File: config.mk
export PLATFORM = sky130hd
export DESIGN_NAME = mutative_burst_adapter
export DESIGN_NICKNAME = d
export VERILOG_FILES = /design/src/rtl/mutative_burst_adapter.sv
export SDC_FILE = /design/constraint.sdc
export NUM_CORES = 1
export LEC_CHECK = 0
export CORE_UTILIZATION = 31
export CTS_BUF_LIST = sky130_fd_sc_hd__clkbuf_16
export CTS_CLUSTER_DIAMETER = 200
export DETAILED_ROUTE_END_ITERATION = 7
export GPL_ROUTABILITY_DRIVEN = 1
export SYNTH_ARGS = -nofsm -noshare
export SYNTH_HDL_FRONTEND = slang
export SYNTH_SLANG_ARGS = --single-unit
File: constraint.sdc
create_clock -name clk -period 7.1 [get_ports clk]
set_input_delay 1.42 -clock clk [delete_from_list [all_inputs] [get_ports clk]]
set_output_delay 1.42 -clock clk [all_outputs]
set_load 0.05 [all_outputs]
File: src/rtl/mutative_burst_adapter.sv
// Burst adapter between the mutative cache dfp port and a 64-bit memory bus.
// One 256-bit line read or writeback becomes a 4-beat burst; one transaction
// is in flight at a time, and a one-cycle dfp_resp pulse marks completion.
//
// Handshake summary:
//   dfp side : dfp_read/dfp_write are held by the cache until dfp_resp; the
//              request is only sampled in IDLE, and write wins over read.
//   mem read : mem_read is a command held until mem_ready; data beats then
//              arrive on any cycle with mem_rvalid=1 (gaps allowed).
//   mem write: mem_write/mem_wdata form a valid beat held until mem_ready;
//              each cycle with mem_write && mem_ready transfers one beat.
module mutative_burst_adapter #(
  parameter int LINE_BITS = 256,
  parameter int BEAT_BITS = 64,
  parameter int ADDR_BITS = 32
) (
  input  logic                 clk,
  input  logic                 rst,
  input  logic [ADDR_BITS-1:0] dfp_addr,
  input  logic                 dfp_read,
  input  logic                 dfp_write,
  input  logic [LINE_BITS-1:0] dfp_wdata,
  output logic [LINE_BITS-1:0] dfp_rdata,
  output logic                 dfp_resp,
  output logic [ADDR_BITS-1:0] mem_addr,
  output logic                 mem_read,
  output logic                 mem_write,
  output logic [BEAT_BITS-1:0] mem_wdata,
  input  logic                 mem_ready,
  input  logic [BEAT_BITS-1:0] mem_rdata,
  input  logic                 mem_rvalid,
  output logic [2:0]           fsm_state
);

  localparam int BEATS = LINE_BITS / BEAT_BITS;
  localparam int CW    = $clog2(BEATS);
  localparam logic [ADDR_BITS-1:0] ALIGN_MASK = ~ADDR_BITS'(LINE_BITS / 8 - 1);
  localparam logic [CW-1:0] LAST_BEAT = CW'(BEATS - 1);

  typedef enum logic [2:0] {
    IDLE    = 3'd0,
    RD_REQ  = 3'd1,
    RD_DATA = 3'd2,
    WR_DATA = 3'd3,
    RESP    = 3'd4
  } state_t;

  state_t                 state, next_state;
  logic [CW-1:0]          count;
  logic [ADDR_BITS-1:0]   addr_q;
  logic [LINE_BITS-1:0]   wdata_q;
  logic                   last_beat;

  assign last_beat = (count == LAST_BEAT);
  assign mem_addr  = addr_q;
  assign fsm_state = state;

  // State register; reset abandons any burst without a response.
  always_ff @(posedge clk or negedge rst) begin
    if (!rst) state <= IDLE;
    else      state <= next_state;
  end

  // Next-state and bus outputs, all decoded from the current state.
  always_comb begin
    next_state = state;
    mem_read   = 1'b0;
    mem_write  = 1'b0;
    mem_wdata  = '0;
    dfp_resp   = 1'b0;
    case (state)
      IDLE: begin
        if (dfp_write)     next_state = WR_DATA;
        else if (dfp_read) next_state = RD_REQ;
      end
      RD_REQ: begin
        mem_read = 1'b1;
        if (mem_ready) next_state = RD_DATA;
      end
      RD_DATA: begin
        if (mem_rvalid && last_beat) next_state = RESP;
      end
      WR_DATA: begin
        mem_write = 1'b1;
        mem_wdata = wdata_q[count*BEAT_BITS +: BEAT_BITS];
        if (mem_ready && last_beat) next_state = RESP;
      end
      RESP: begin
        dfp_resp   = 1'b1;
        next_state = IDLE;
      end
      default: next_state = IDLE;
    endcase
  end

  // Request latch, beat counter and read-line assembly.
  always_ff @(posedge clk or negedge rst) begin
    if (!rst) begin
      addr_q    <= '0;
      wdata_q   <= '0;
      count     <= '0;
      dfp_rdata <= '0;
    end else begin
      case (state)
        IDLE: begin
          if (dfp_write) begin
            addr_q  <= dfp_addr & ALIGN_MASK;
            wdata_q <= dfp_wdata;
            count   <= '0;
          end else if (dfp_read) begin
            addr_q <= dfp_addr & ALIGN_MASK;
            count  <= '0;
          end
        end
        RD_REQ: begin
          if (mem_ready) count <= '0;
        end
        RD_DATA: begin
          if (mem_rvalid) begin
            dfp_rdata[count*BEAT_BITS +: BEAT_BITS] <= mem_rdata;
            count <= count + 1'b1;
          end
        end
        WR_DATA: begin
          if (mem_ready) count <= count + 1'b1;
        end
        default: ;
      endcase
    end
  end

endmodule

Yosys cells after proc, flatten, opt, wreduce, memory -nomap -nowiden
Index checks and enable logic that the tools add are counted.
{"block": "classes", "mux": 19, "n_reduce_logical": 10, "shifts": 3, "n_addsub": 2, "n_eq_ne": 11}
{"op": "256-bit bitwise mux", "count": 1}
{"op": "64-bit by 34-bit variable shift with 256-bit output, first input constant", "count": 1}
{"op": "256-bit by 9-bit indexed part select with 64-bit output", "count": 1}
{"op": "64-bit by 34-bit indexed part select with 256-bit output", "count": 1}
{"op": "32-bit 2-to-1 mux", "count": 2}
{"op": "64-bit 2-to-1 mux", "count": 1}
{"op": "8-bit negator with 34-bit output", "count": 1}
{"op": "3-bit 2-to-1 mux", "count": 5}
{"op": "3-bit case mux with 4 select lines", "count": 1}
{"op": "2-bit 2-to-1 mux", "count": 5}
{"op": "2-bit inequality test, second input constant", "count": 5}
{"op": "2-bit case mux with 4 select lines", "count": 1}
{"op": "3-bit by 2-bit equality test with 1-bit output, second input constant", "count": 2}
{"op": "2-bit AND reduction", "count": 3}
{"op": "5-bit AND reduction", "count": 1}
{"op": "4-bit AND reduction", "count": 1}
{"op": "4-bit nonzero test", "count": 1}
{"op": "3-bit by 1-bit equality test with 1-bit output, second input constant", "count": 1}
{"op": "3-bit equality test, second input constant", "count": 1}
{"op": "3-bit logical NOT", "count": 1}
{"op": "1-bit 2-to-1 mux", "count": 3}
{"op": "3-bit inequality test, second input constant", "count": 1}
{"op": "2-bit by 1-bit adder with 2-bit output, second input constant", "count": 1}
{"op": "2-bit equality test, second input constant", "count": 1}
{"op": "other kinds (2)", "count": 3}
{"block": "totals", "word_cells": 50, "output_inout_bits": 358, "input_bits": 358, "ff_bits": 549}

Longest topological paths before layout
Gate-level depths: netlist of the first run.
{"block": "depth", "ltp_word": 4, "depth_mapped": 10, "depth_no_buf": 5}

Least setup slack after synthesis of the first run
No wires, ideal clock.
{"block": "synth_timing", "path_kind": "register -> output", "from": "reg state[0] (netlist: fsm_state[0])", "to": "out dfp_resp", "path_slack_ps": 3580, "required_ps": 5680, "t_arrival_ps": 2100, "n_path_buf": 2, "path_stages_with_launch": 4, "path_cell_list": "dfrtp_1 buf_2 clkbuf_1 nor3_1"}
{"block": "synth_between", "elab_chain_len": 2}
{"item": "from (decl)", "line": "48", "rtl": "state_t state, next_state;"}
{"item": "from (signal assigned)", "line": "61", "rtl": "else state <= next_state;"}
{"item": "3-bit equality test", "line": "71", "rtl": "case (state)"}
{"item": "1-bit 2-to-1 mux", "line": "71"}
{"item": "to (decl)", "line": "24", "rtl": "output logic dfp_resp,"}
Every way passes these cells.

Worst setup path in the final report of the first run
{"block": "layout_timing", "from": "reg state[1] (netlist: fsm_state[1])", "to": "out mem_wdata[46]"}
{"block": "layout_between", "elab_chain_len": 2}
{"item": "3-bit by 2-bit equality test with 1-bit output", "line": "71"}
{"item": "64-bit 2-to-1 mux", "line": "71"}
{"item": "to (decl)", "line": "28", "rtl": "output logic [BEAT_BITS-1:0] mem_wdata,"}
Every way passes these cells.

==> results of run 1 <==
worst max-delay path, delay by kind of cell, from the launching register on:
kind	cells	cell delay (ns)
flops	1	0.60
buf+inv	2	1.29
simple gates	2	1.22
power by group:
part	switching (mW)	internal, mW	total, mW
clock	1.25	1.72	2.97
sequential	0.873	4.47	5.35
combinational	5.49	3.23	8.71
total	7.61	9.42	17.0
metrics by stage:
step | worst slack (ns) | cell area (um2)
after floorplan | 3.58 | 23800
after global placement | 2.49 | 31500
after detailed placement | 2.52 | 31500
after CTS | 1.85 | 33300
after global routing | 1.76 | 33400
final | 1.93 | 33400
per-layer routing:
layer,vias to the layer above,global-route usage
li1,8111,-
met2,836,0.335
met3,172,0.0715
met4,14,0.0862
met5,-,0
met1,9198,0.240
registers in the layout, summed over array words and instances (netlist names):
name       cells
count          2
dfp_rdata    256
mem_addr      27
wdata_q      256
fsm_state      3
worst max path at each step:
stage	start	to	slack, ns	depth (start not counted)
floorplan	fsm_state[0]	dfp_resp	3.58	3
global placement	fsm_state[1]	mem_wdata[46]	2.49	4
detailed placement	fsm_state[1]	mem_wdata[46]	2.52	4
CTS	fsm_state[1]	mem_wdata[46]	1.85	4
global route	fsm_state[1]	mem_wdata[46]	1.76	4
finish	fsm_state[1]	mem_wdata[46]	1.93	4
cells by family (layout without fill, tap and decap cells):
family	count (synthesis)	after routing	share of synthesized area
muxes	349	349	0.195
DFF	544	544	0.572
other	1	10	0.000158
adders and majority gates	5	5	0.00263
and+or+nand+nor	341	341	0.0912
AOI/OAI and AO/OA	263	263	0.0557
buffers and inverters	441	1099	0.0830
final cells by class:
class	instances	area (um2)	share of cell area
diodes	5	12.5	0.000375
clock inverters	42	314	0.00941
flip-flops and latches	544	13600	0.408
clock buffers	61	1530	0.0458
well taps	1030	1290	0.0386
multi-input cells	963	8270	0.248
repair buffers	734	7340	0.220
inverters	262	983	0.0295
layout by cell type (no fill, tap or decap), types with 2 or more instances in the layout:
master	count
clkdlybuf4s50_1	704
bufinv_16	5
diode_2	5
nand3_1	2
clkbuf_16	61
and2_2	4
inv_1	277
o21ai_1	43
nor3b_2	3
clkinv_1	13
and3_1	66
dfrtp_4	2
mux4_2	64
o21ai_0	217
ha_2	4
conb_1	5
buf_12	5
clkinv_2	6
dfrtp_1	541
mux2_2	284
nand4_1	256
buf_4	24
==> results.md, run 1 <==
- Root Buffer: clkbuf_16
- Yosys Warn Count: 0
- I/O Pins: 716
- Fin crit share: 0.728
- Most instantiated library cell after synthesis: dfrtp_1
- GR Overflow Total: 0
- CORE AREA: 0.0759 mm2
- CTS clk-pin slew, worst paths: around 0.06 ns
- Power Density: 510 mW/mm2
- Post-Syn Area: 0.0238 mm2
- Hold bufs inserted after CTS: 0
- DR top layer: met5
- Avg WL per Cell: 22.1 um
- Crit end category: output pin
- Nets: just under 3000
- Worst slew pin tran: 1.10 ns
- Final hold violation count: 0
- Post-CTS Setup Bufs: 0
- Sequential share of the synthesized area: 0.572
- Routed wire length: 80500 um
- Cells after DPL: 3533
- Row count: a little over 100
- Worst hold slack: approximately 0.5 ns
- Share of layout cells above drive strength 1: 0.182
- Met3 wire len: 7980 um
- # clock sinks: about 540
- Most frequent cells after synthesis: dfrtp_1 (544), mux2_2 (284), inv_1 (262), nand4_1 (256), o21ai_0 (217)
- # setup viols final: 0
- Via count: between 15000 and 20000
- Ranking of synthesized cells by area: dfrtp_1 (57%), mux2_2 (13%), nand4_1 (6.7%)
- Worst vdd ir: 291 uV
- Fin crit period: between 5 and 6 ns
- Post-DRT Antenna Nets: 0
- Hold path endpoint: mem_addr[30]
- Input/output buffers: 705
- Fmax: 193 MHz
- Seq cells post-synth: 544
- Hold Path Origin: mem_addr[30]
- Yosys cell types: 31
- Area growth from synthesis to layout: 40.2%
- First-pass GRT wire length: approximately 120000 um
- Post-layout total power: 17.0 mW
- HPWL after DPL: ~53000 um
- CTS tree: done
- Syn Area/Cell: 12.2 um2
- Run status: completed
- Deepest level of the CTS H-tree: 2
- DRC viols: 0
- Final TNS setup: 0 ns
- RSZ-0062 raised after global routing: no
- Fillers: 7000
- Required @ worst endpoint: around 5.7 ns
- Core Util, Final: 0.439
- Met2 Routed Length: 38400 um
- Max-slew headroom: 0.269
- Largest net degree at the start of global routing: between 150 and 200
- Die Ht: 279 um
- Count of pins over their slew limit: 0
- Mapped Cells: 1944
- Initial antenna violation count: 12
- Vias in the first global route: 19565
- Pleak: 13.7 nW
- WL met1: 30700 um
- Post-CTS resize count: 0
- Worst r2r dst: dfp_rdata[129]
- Clk buf depth: 3
- Die ar.: 0.0779 mm2
- DR vias/cell: 5.03
- Max Cap Viol: 0
- Hold Path Depth: 1
- R2R Setup Slk: around 3.7 ns
- Die width: 279 um
- Layout Cells excl Fill: 3641
- CP max FO: 34
- Top FF cell, synth: dfrtp_1
- R2R Path Start: count[1]
- DR iter-0 viols: 1257
- Critical path class: flop to output pin
- Number of enable flip-flop cells after synthesis: 0
- Top cell type's share of synthesized area: 0.572
- Crit path max-delay cell type: nor2b_4
- Setup crit start kind: flop
- DRT Pass-1 Iters: 5
- TritonCTS Buffers: 60
- Async SR Flop Fraction: 1.00
- Area leader, netlist: dfrtp_1
- Min-delay worst type: flop to flop
- Worst Path Arrival: 3.75 ns
- Gp weighted congestion: 0.844
- Worst r2r path cells: 6
- Slowest stage delay, CP: 0.88 ns
- GRT Total Usage: 0.203
- Starting Density: 0.313
- Crit path cell chain: nor2b_4 > buf_4 > and3_1 > clkdlybuf4s50_1
- Clk_skew: 0.0110 ns
- Clock latency on the worst-skew pair: a little under 0.6 ns
Power figures use the tool's default switching activity.
==> run 2: changes to the inputs <==
==> constraint.sdc (replaced) <==
create_clock -name clk -period 4.5 [get_ports clk]
set_input_delay 0.9 -clock clk [delete_from_list [all_inputs] [get_ports clk]]
set_output_delay 0.9 -clock clk [all_outputs]
set_load 0.05 [all_outputs]
==> run 2 against run 1 <==
Cell count up 0.85%. First-iteration DRC count down 9.4%. Non-clock buffer count rose by 25. Count of clock-buffer cells in the layout did not move. Largest power group unchanged.
==> results.md, run 2 (synthesis gave the netlist of run 1 again) <==
- Run status: completed
- Hold bufs inserted after CTS: 0
- Slowest stage delay, CP: around 0.84 ns
- DR iter-0 viols: 1139
- Setup WS post-layout: 0.237 ns
- Final hold violation count: 0
- First-pass GRT wire length: 122000 um
- Final TNS setup: 0 ns
- Crit path cell chain: buf_4 > mux4_2 > and3_1 > clkdlybuf4s50_1
- Place WS: 0.812 ns
- Input/output buffers: 705
- Post-CTS resize count: 0
- TritonCTS Buffers: 61
- Clock latency on the worst-skew pair: 0.62 ns
- CP max FO: 29
- GR Overflow Total: 0
- Die ar.: ~0.078 mm2
- DRC viols: 0
- Routed wire length: 81300 um
- Fillers: around 6900
- Area growth from synthesis to layout: 41.5%
- Clk_skew: 0.0248 ns
- DRT Pass-1 Iters: 5
- Power Density: 813 mW/mm2
- RSZ-0062 raised after global routing: no
- Share of layout cells above drive strength 1: 0.191
- I/O Pins: 716
- Max Cap Viol: 0
- Count of pins over their slew limit: 0
- Post-DRT Antenna Nets: 0
- Die width: 279 um
- Crit end category: output pin
- HPWL after DPL: 55000 um
- Worst vdd ir: ~530 uV
- Fin crit share: 0.947
- Critical path class: flop to output pin
- Avg WL per Cell: 22.1 um
- Post-layout total power: 27.4 mW
- Top Family by Delay on Critical Path: buffers and inverters
- CTS clk-pin slew, worst paths: ~0.06 ns
- Commonest cells after routing, fill and taps aside: clkdlybuf4s50_1 (704), dfrtp_1 (541), mux2_2 (284), inv_1 (277), nand4_1 (256)
- Min-delay worst type: primary input to asynchronous set/reset pin
- CTS tree: done
- Vias in the first global route: 19389
- Pleak: 13.9 nW
- Clk buf depth: 3
- Buf/Inv on CP: 2
- Gp weighted congestion: 0.831
- Largest net degree at the start of global routing: 180
- DR vias/cell: 5.05
- Fin crit period: 4.26 ns
- Required @ worst endpoint: 3.60 ns
- Die Ht: around 280 um
- Worst Path Arrival: 3.36 ns
- Worst slew pin tran: 1.00 ns
- Max-slew headroom: 0.332
- GRT Total Usage: 0.203
- Via count: ~19000
- # clock sinks: 544
- Row count: 101
- CORE AREA: 0.0759 mm2
- # setup viols final: 0
- Fmax: 235 MHz
- Area occupied by multi-input gates: 0.00827 mm2
- Post-CTS Setup Bufs: 0
- Root Buffer: clkbuf_16
- Setup crit start kind: flop
- Deepest level of the CTS H-tree: 2
- Most common cell after layout, fill and taps aside: clkdlybuf4s50_1
- Nets: 2954
- Initial antenna violation count: 11
- Starting Density: 0.313
- Core Util, Final: 0.443
- Register area: 0.0136 mm2
- Crit path max-delay cell type: dfrtp_4
[run 2: cell types whose count changed in the layout (fill, tap and decap cells not counted), sizes merged]
cell      change
clkinvlp      +1
buf          +25
clkinv        +7
diode         -3
inv           +1
[run 2: metrics by stage]
| step | hold slack [ns] | instances | cell area (um2) |
|---|---|---|---|
| 2_1_floorplan | 0.475 | 1948 | 23800 |
| 3_3_place_gp | 0.469 | 3558 | 31800 |
| 3_5_place_dp | 0.488 | 3558 | 31800 |
| 4_1_cts | 0.353 | 3670 | 33700 |
| 5_1_grt | 0.392 | 3672 | 33700 |
| 6_report | 0.330 | 3672 | 33700 |
[run 2: final cells by class]
class,count,share of cell area
diodes,2,0.000149
inverters,262,0.0292
multi-input cells,963,0.246
clock buffers,61,0.0453
flip-flops and latches,544,0.405
repair buffers,759,0.226
clock inverters,51,0.0106
well taps,1030,0.0383
[run 2: per-layer routing]
layer	GRT usage	part of all wire
met1	0.244	0.38
met2	0.344	0.49
met3	0.0659	0.098
met4	0.0666	0.029
met5	0	0.0013
[run 2: where the power goes]
part | leakage, nW | switching [mW] | internal [mW]
Sequential | 6.88 | 1.48 | 7.09
Clock | 0.984 | 2.04 | 2.72
Combinational | 6.01 | 8.74 | 5.29
Total | 13.9 | 12.3 | 15.1
[run 2: worst paths after layout]
kind                         startpoint        endpoint  slack [ns]  depth (start not counted)
max reg2reg                    count[0]  dfp_rdata[208]        1.23                          7
max in group asynchronous           rst  dfp_rdata[112]        2.99                          2
min reg2reg                mem_addr[30]    mem_addr[30]        0.50                          1
max                            count[0]    mem_wdata[5]        0.24                          4
min in group clk           mem_addr[30]    mem_addr[30]        0.50                          1
min                                 rst  dfp_rdata[111]        0.33                          1
==> run 3: changes to the inputs <==
--- a/config.mk
+++ b/config.mk
@@ -5,6 +5,7 @@
 export SDC_FILE = /design/constraint.sdc
 export NUM_CORES = 1
 export LEC_CHECK = 0
+export CORE_MARGIN = 8
 export CORE_UTILIZATION = 31
 export CTS_BUF_LIST = sky130_fd_sc_hd__clkbuf_16
 export CTS_CLUSTER_DIAMETER = 200
==> run 3 against run 2 <==
Die area is 10% higher. Routed wire length rose by 5.5%. Via count rose by 0.33%. Largest power group unchanged. Highest routed layer unchanged.
==> results.md, run 3 (synthesis gave the netlist of run 1 again) <==
- Post-DRT Antenna Nets: 0
- Most common cell after layout, fill and taps aside: clkdlybuf4s50_1
- Critical path class: flop to output pin
- Row count: 101
- Deepest level of the CTS H-tree: 2
- # clock sinks: 544
- Worst slew pin tran: 1.21 ns
- Pleak: 13.8 nW
- CTS tree: done
- Root Buffer: clkbuf_16
- Power Density: a little over 800 mW/mm2
- RSZ-0062 raised after global routing: no
- DR vias/cell: about 5.1
- Post-CTS Setup Bufs: 0
- CORE AREA: 0.0759 mm2
- Min-delay worst type: primary input to asynchronous set/reset pin
- Largest net degree at the start of global routing: 231
- Post-CTS resize count: 0
- Clock latency on the worst-skew pair: 0.61 ns
- Met3 GRT Util: 0.0737
- DRC viols: 0
- GR Util met2: 0.318
- Worst Path Arrival: between 3 and 4 ns
- Setup crit start kind: flop
- Share of layout cells above drive strength 1: 0.188
- CP max FO: 20
- Count of pins over their slew limit: 0
- Initial antenna violation count: 30
- Worst vdd ir: 474 uV
- Die width: 293 um
- Final hold violation count: 0
- Die Ht: ~300 um
- Starting Density: 0.313
- Met1 Use GR: 0.230
- First-pass GRT wire length: 129000 um
- Routed wire length: 85800 um
- Crit end category: output pin
- GRT Total Usage: 0.192
- Area growth from synthesis to layout: 41.6%
- Final TNS setup: 0 ns
- Clk_skew: 0.0148 ns
- CTS clk-pin slew, worst paths: around 0.060 ns
- Clk buf depth: 3
- Avg WL per Cell: 23.3 um
- Via count: 18605
- Nets: 2947
- Fin crit period: ~4.1 ns
- Input/output buffers: 705
- TritonCTS Buffers: 60
- I/O Pins: 716
- Post-layout total power: 27.2 mW
- GR Overflow Total: 0
- DR iter-0 viols: 1268
- Required @ worst endpoint: roughly 3.6 ns
- Fin crit share: 0.917
- Core Util, Final: 0.444
- Die ar.: approximately 0.086 mm2
- Grt peak-use layer: met2
- Hold bufs inserted after CTS: 0
- Max Cap Viol: 0
- Gp weighted congestion: 0.846
- # setup viols final: 0
- HPWL after DPL: roughly 60000 um
- Commonest cells after routing, fill and taps aside: clkdlybuf4s50_1 (704), dfrtp_1 (541), mux2_2 (284), inv_1 (274), nand4_1 (256)
- Max-slew headroom: 0.193
- DRT Pass-1 Iters: 5
- Run status: completed
- Fmax: 242 MHz
- Worst hold slack: 0.323 ns
- Vias in the first global route: 20135
-- run 3: cell count changes in the layout (fill, tap and decap cells not counted), sizes merged --
cell	change
clkinv	+1
diode	+9
inv	-1
buf	-6
clkinvlp	-1
-- run 3: path summary, 6_finish.rpt --
path	from	to	cells after the start	slack, ns
worst max-delay path	count[0]	mem_wdata[58]	4	0.37
worst min-delay path	rst	wdata_q[209]	1	0.32
worst max register to register	fsm_state[0]	dfp_rdata[74]	5	1.34
worst min register to register	mem_addr[30]	mem_addr[30]	1	0.50
max in group asynchronous	rst	mem_addr[18]	2	3.04
min in group clk	mem_addr[30]	mem_addr[30]	1	0.50
-- run 3: cell type report --
class / instances / area [um2]
clock buffer: 61 / 1530
sequential: 544 / 13600
multi-input combinational: 963 / 8270
clock inverter: 50 / 352
inverter: 262 / 983
tap: 1030 / 1290
timing repair buffer: 753 / 7630
antenna: 11 / 27.5
fill: 6913 / 42200
-- run 3: worst max-delay path, cell delays in order, from the launching register on --
cell and delay, ns:
dfrtp_4 0.67, buf_4 0.39, mux4_2 0.60, and3_1 0.21
clkdlybuf4s50_1 0.73
-- run 3: metrics by stage --
step / std cells / instance area [um2] / worst slack (ns)
6_report: 3674 / 33700 / 0.375
3_3_place_gp: 3552 / 31800 / 0.950
3_5_place_dp: 3552 / 31800 / 0.951
4_1_cts: 3663 / 33700 / 0.257
5_1_grt: 3669 / 33700 / 0.215
2_1_floorplan: 1948 / 23800 / 1.50
-- run 3: routing by layer --
layer  wire length [um]  vias up  share of wire
li1                   -     8169              -
met1              32700     9391           0.38
met2              40800      847           0.48
met3               9510      166           0.11
met4               2600       32          0.030
met5                217        -         0.0025
-- run 3: where the power goes --
part	internal [mW]	switching [mW]	leakage (nW)
clock	2.72	2.04	0.967
sequential	7.06	1.45	6.88
combinational	5.24	8.72	6.00
total	15.0	12.2	13.8
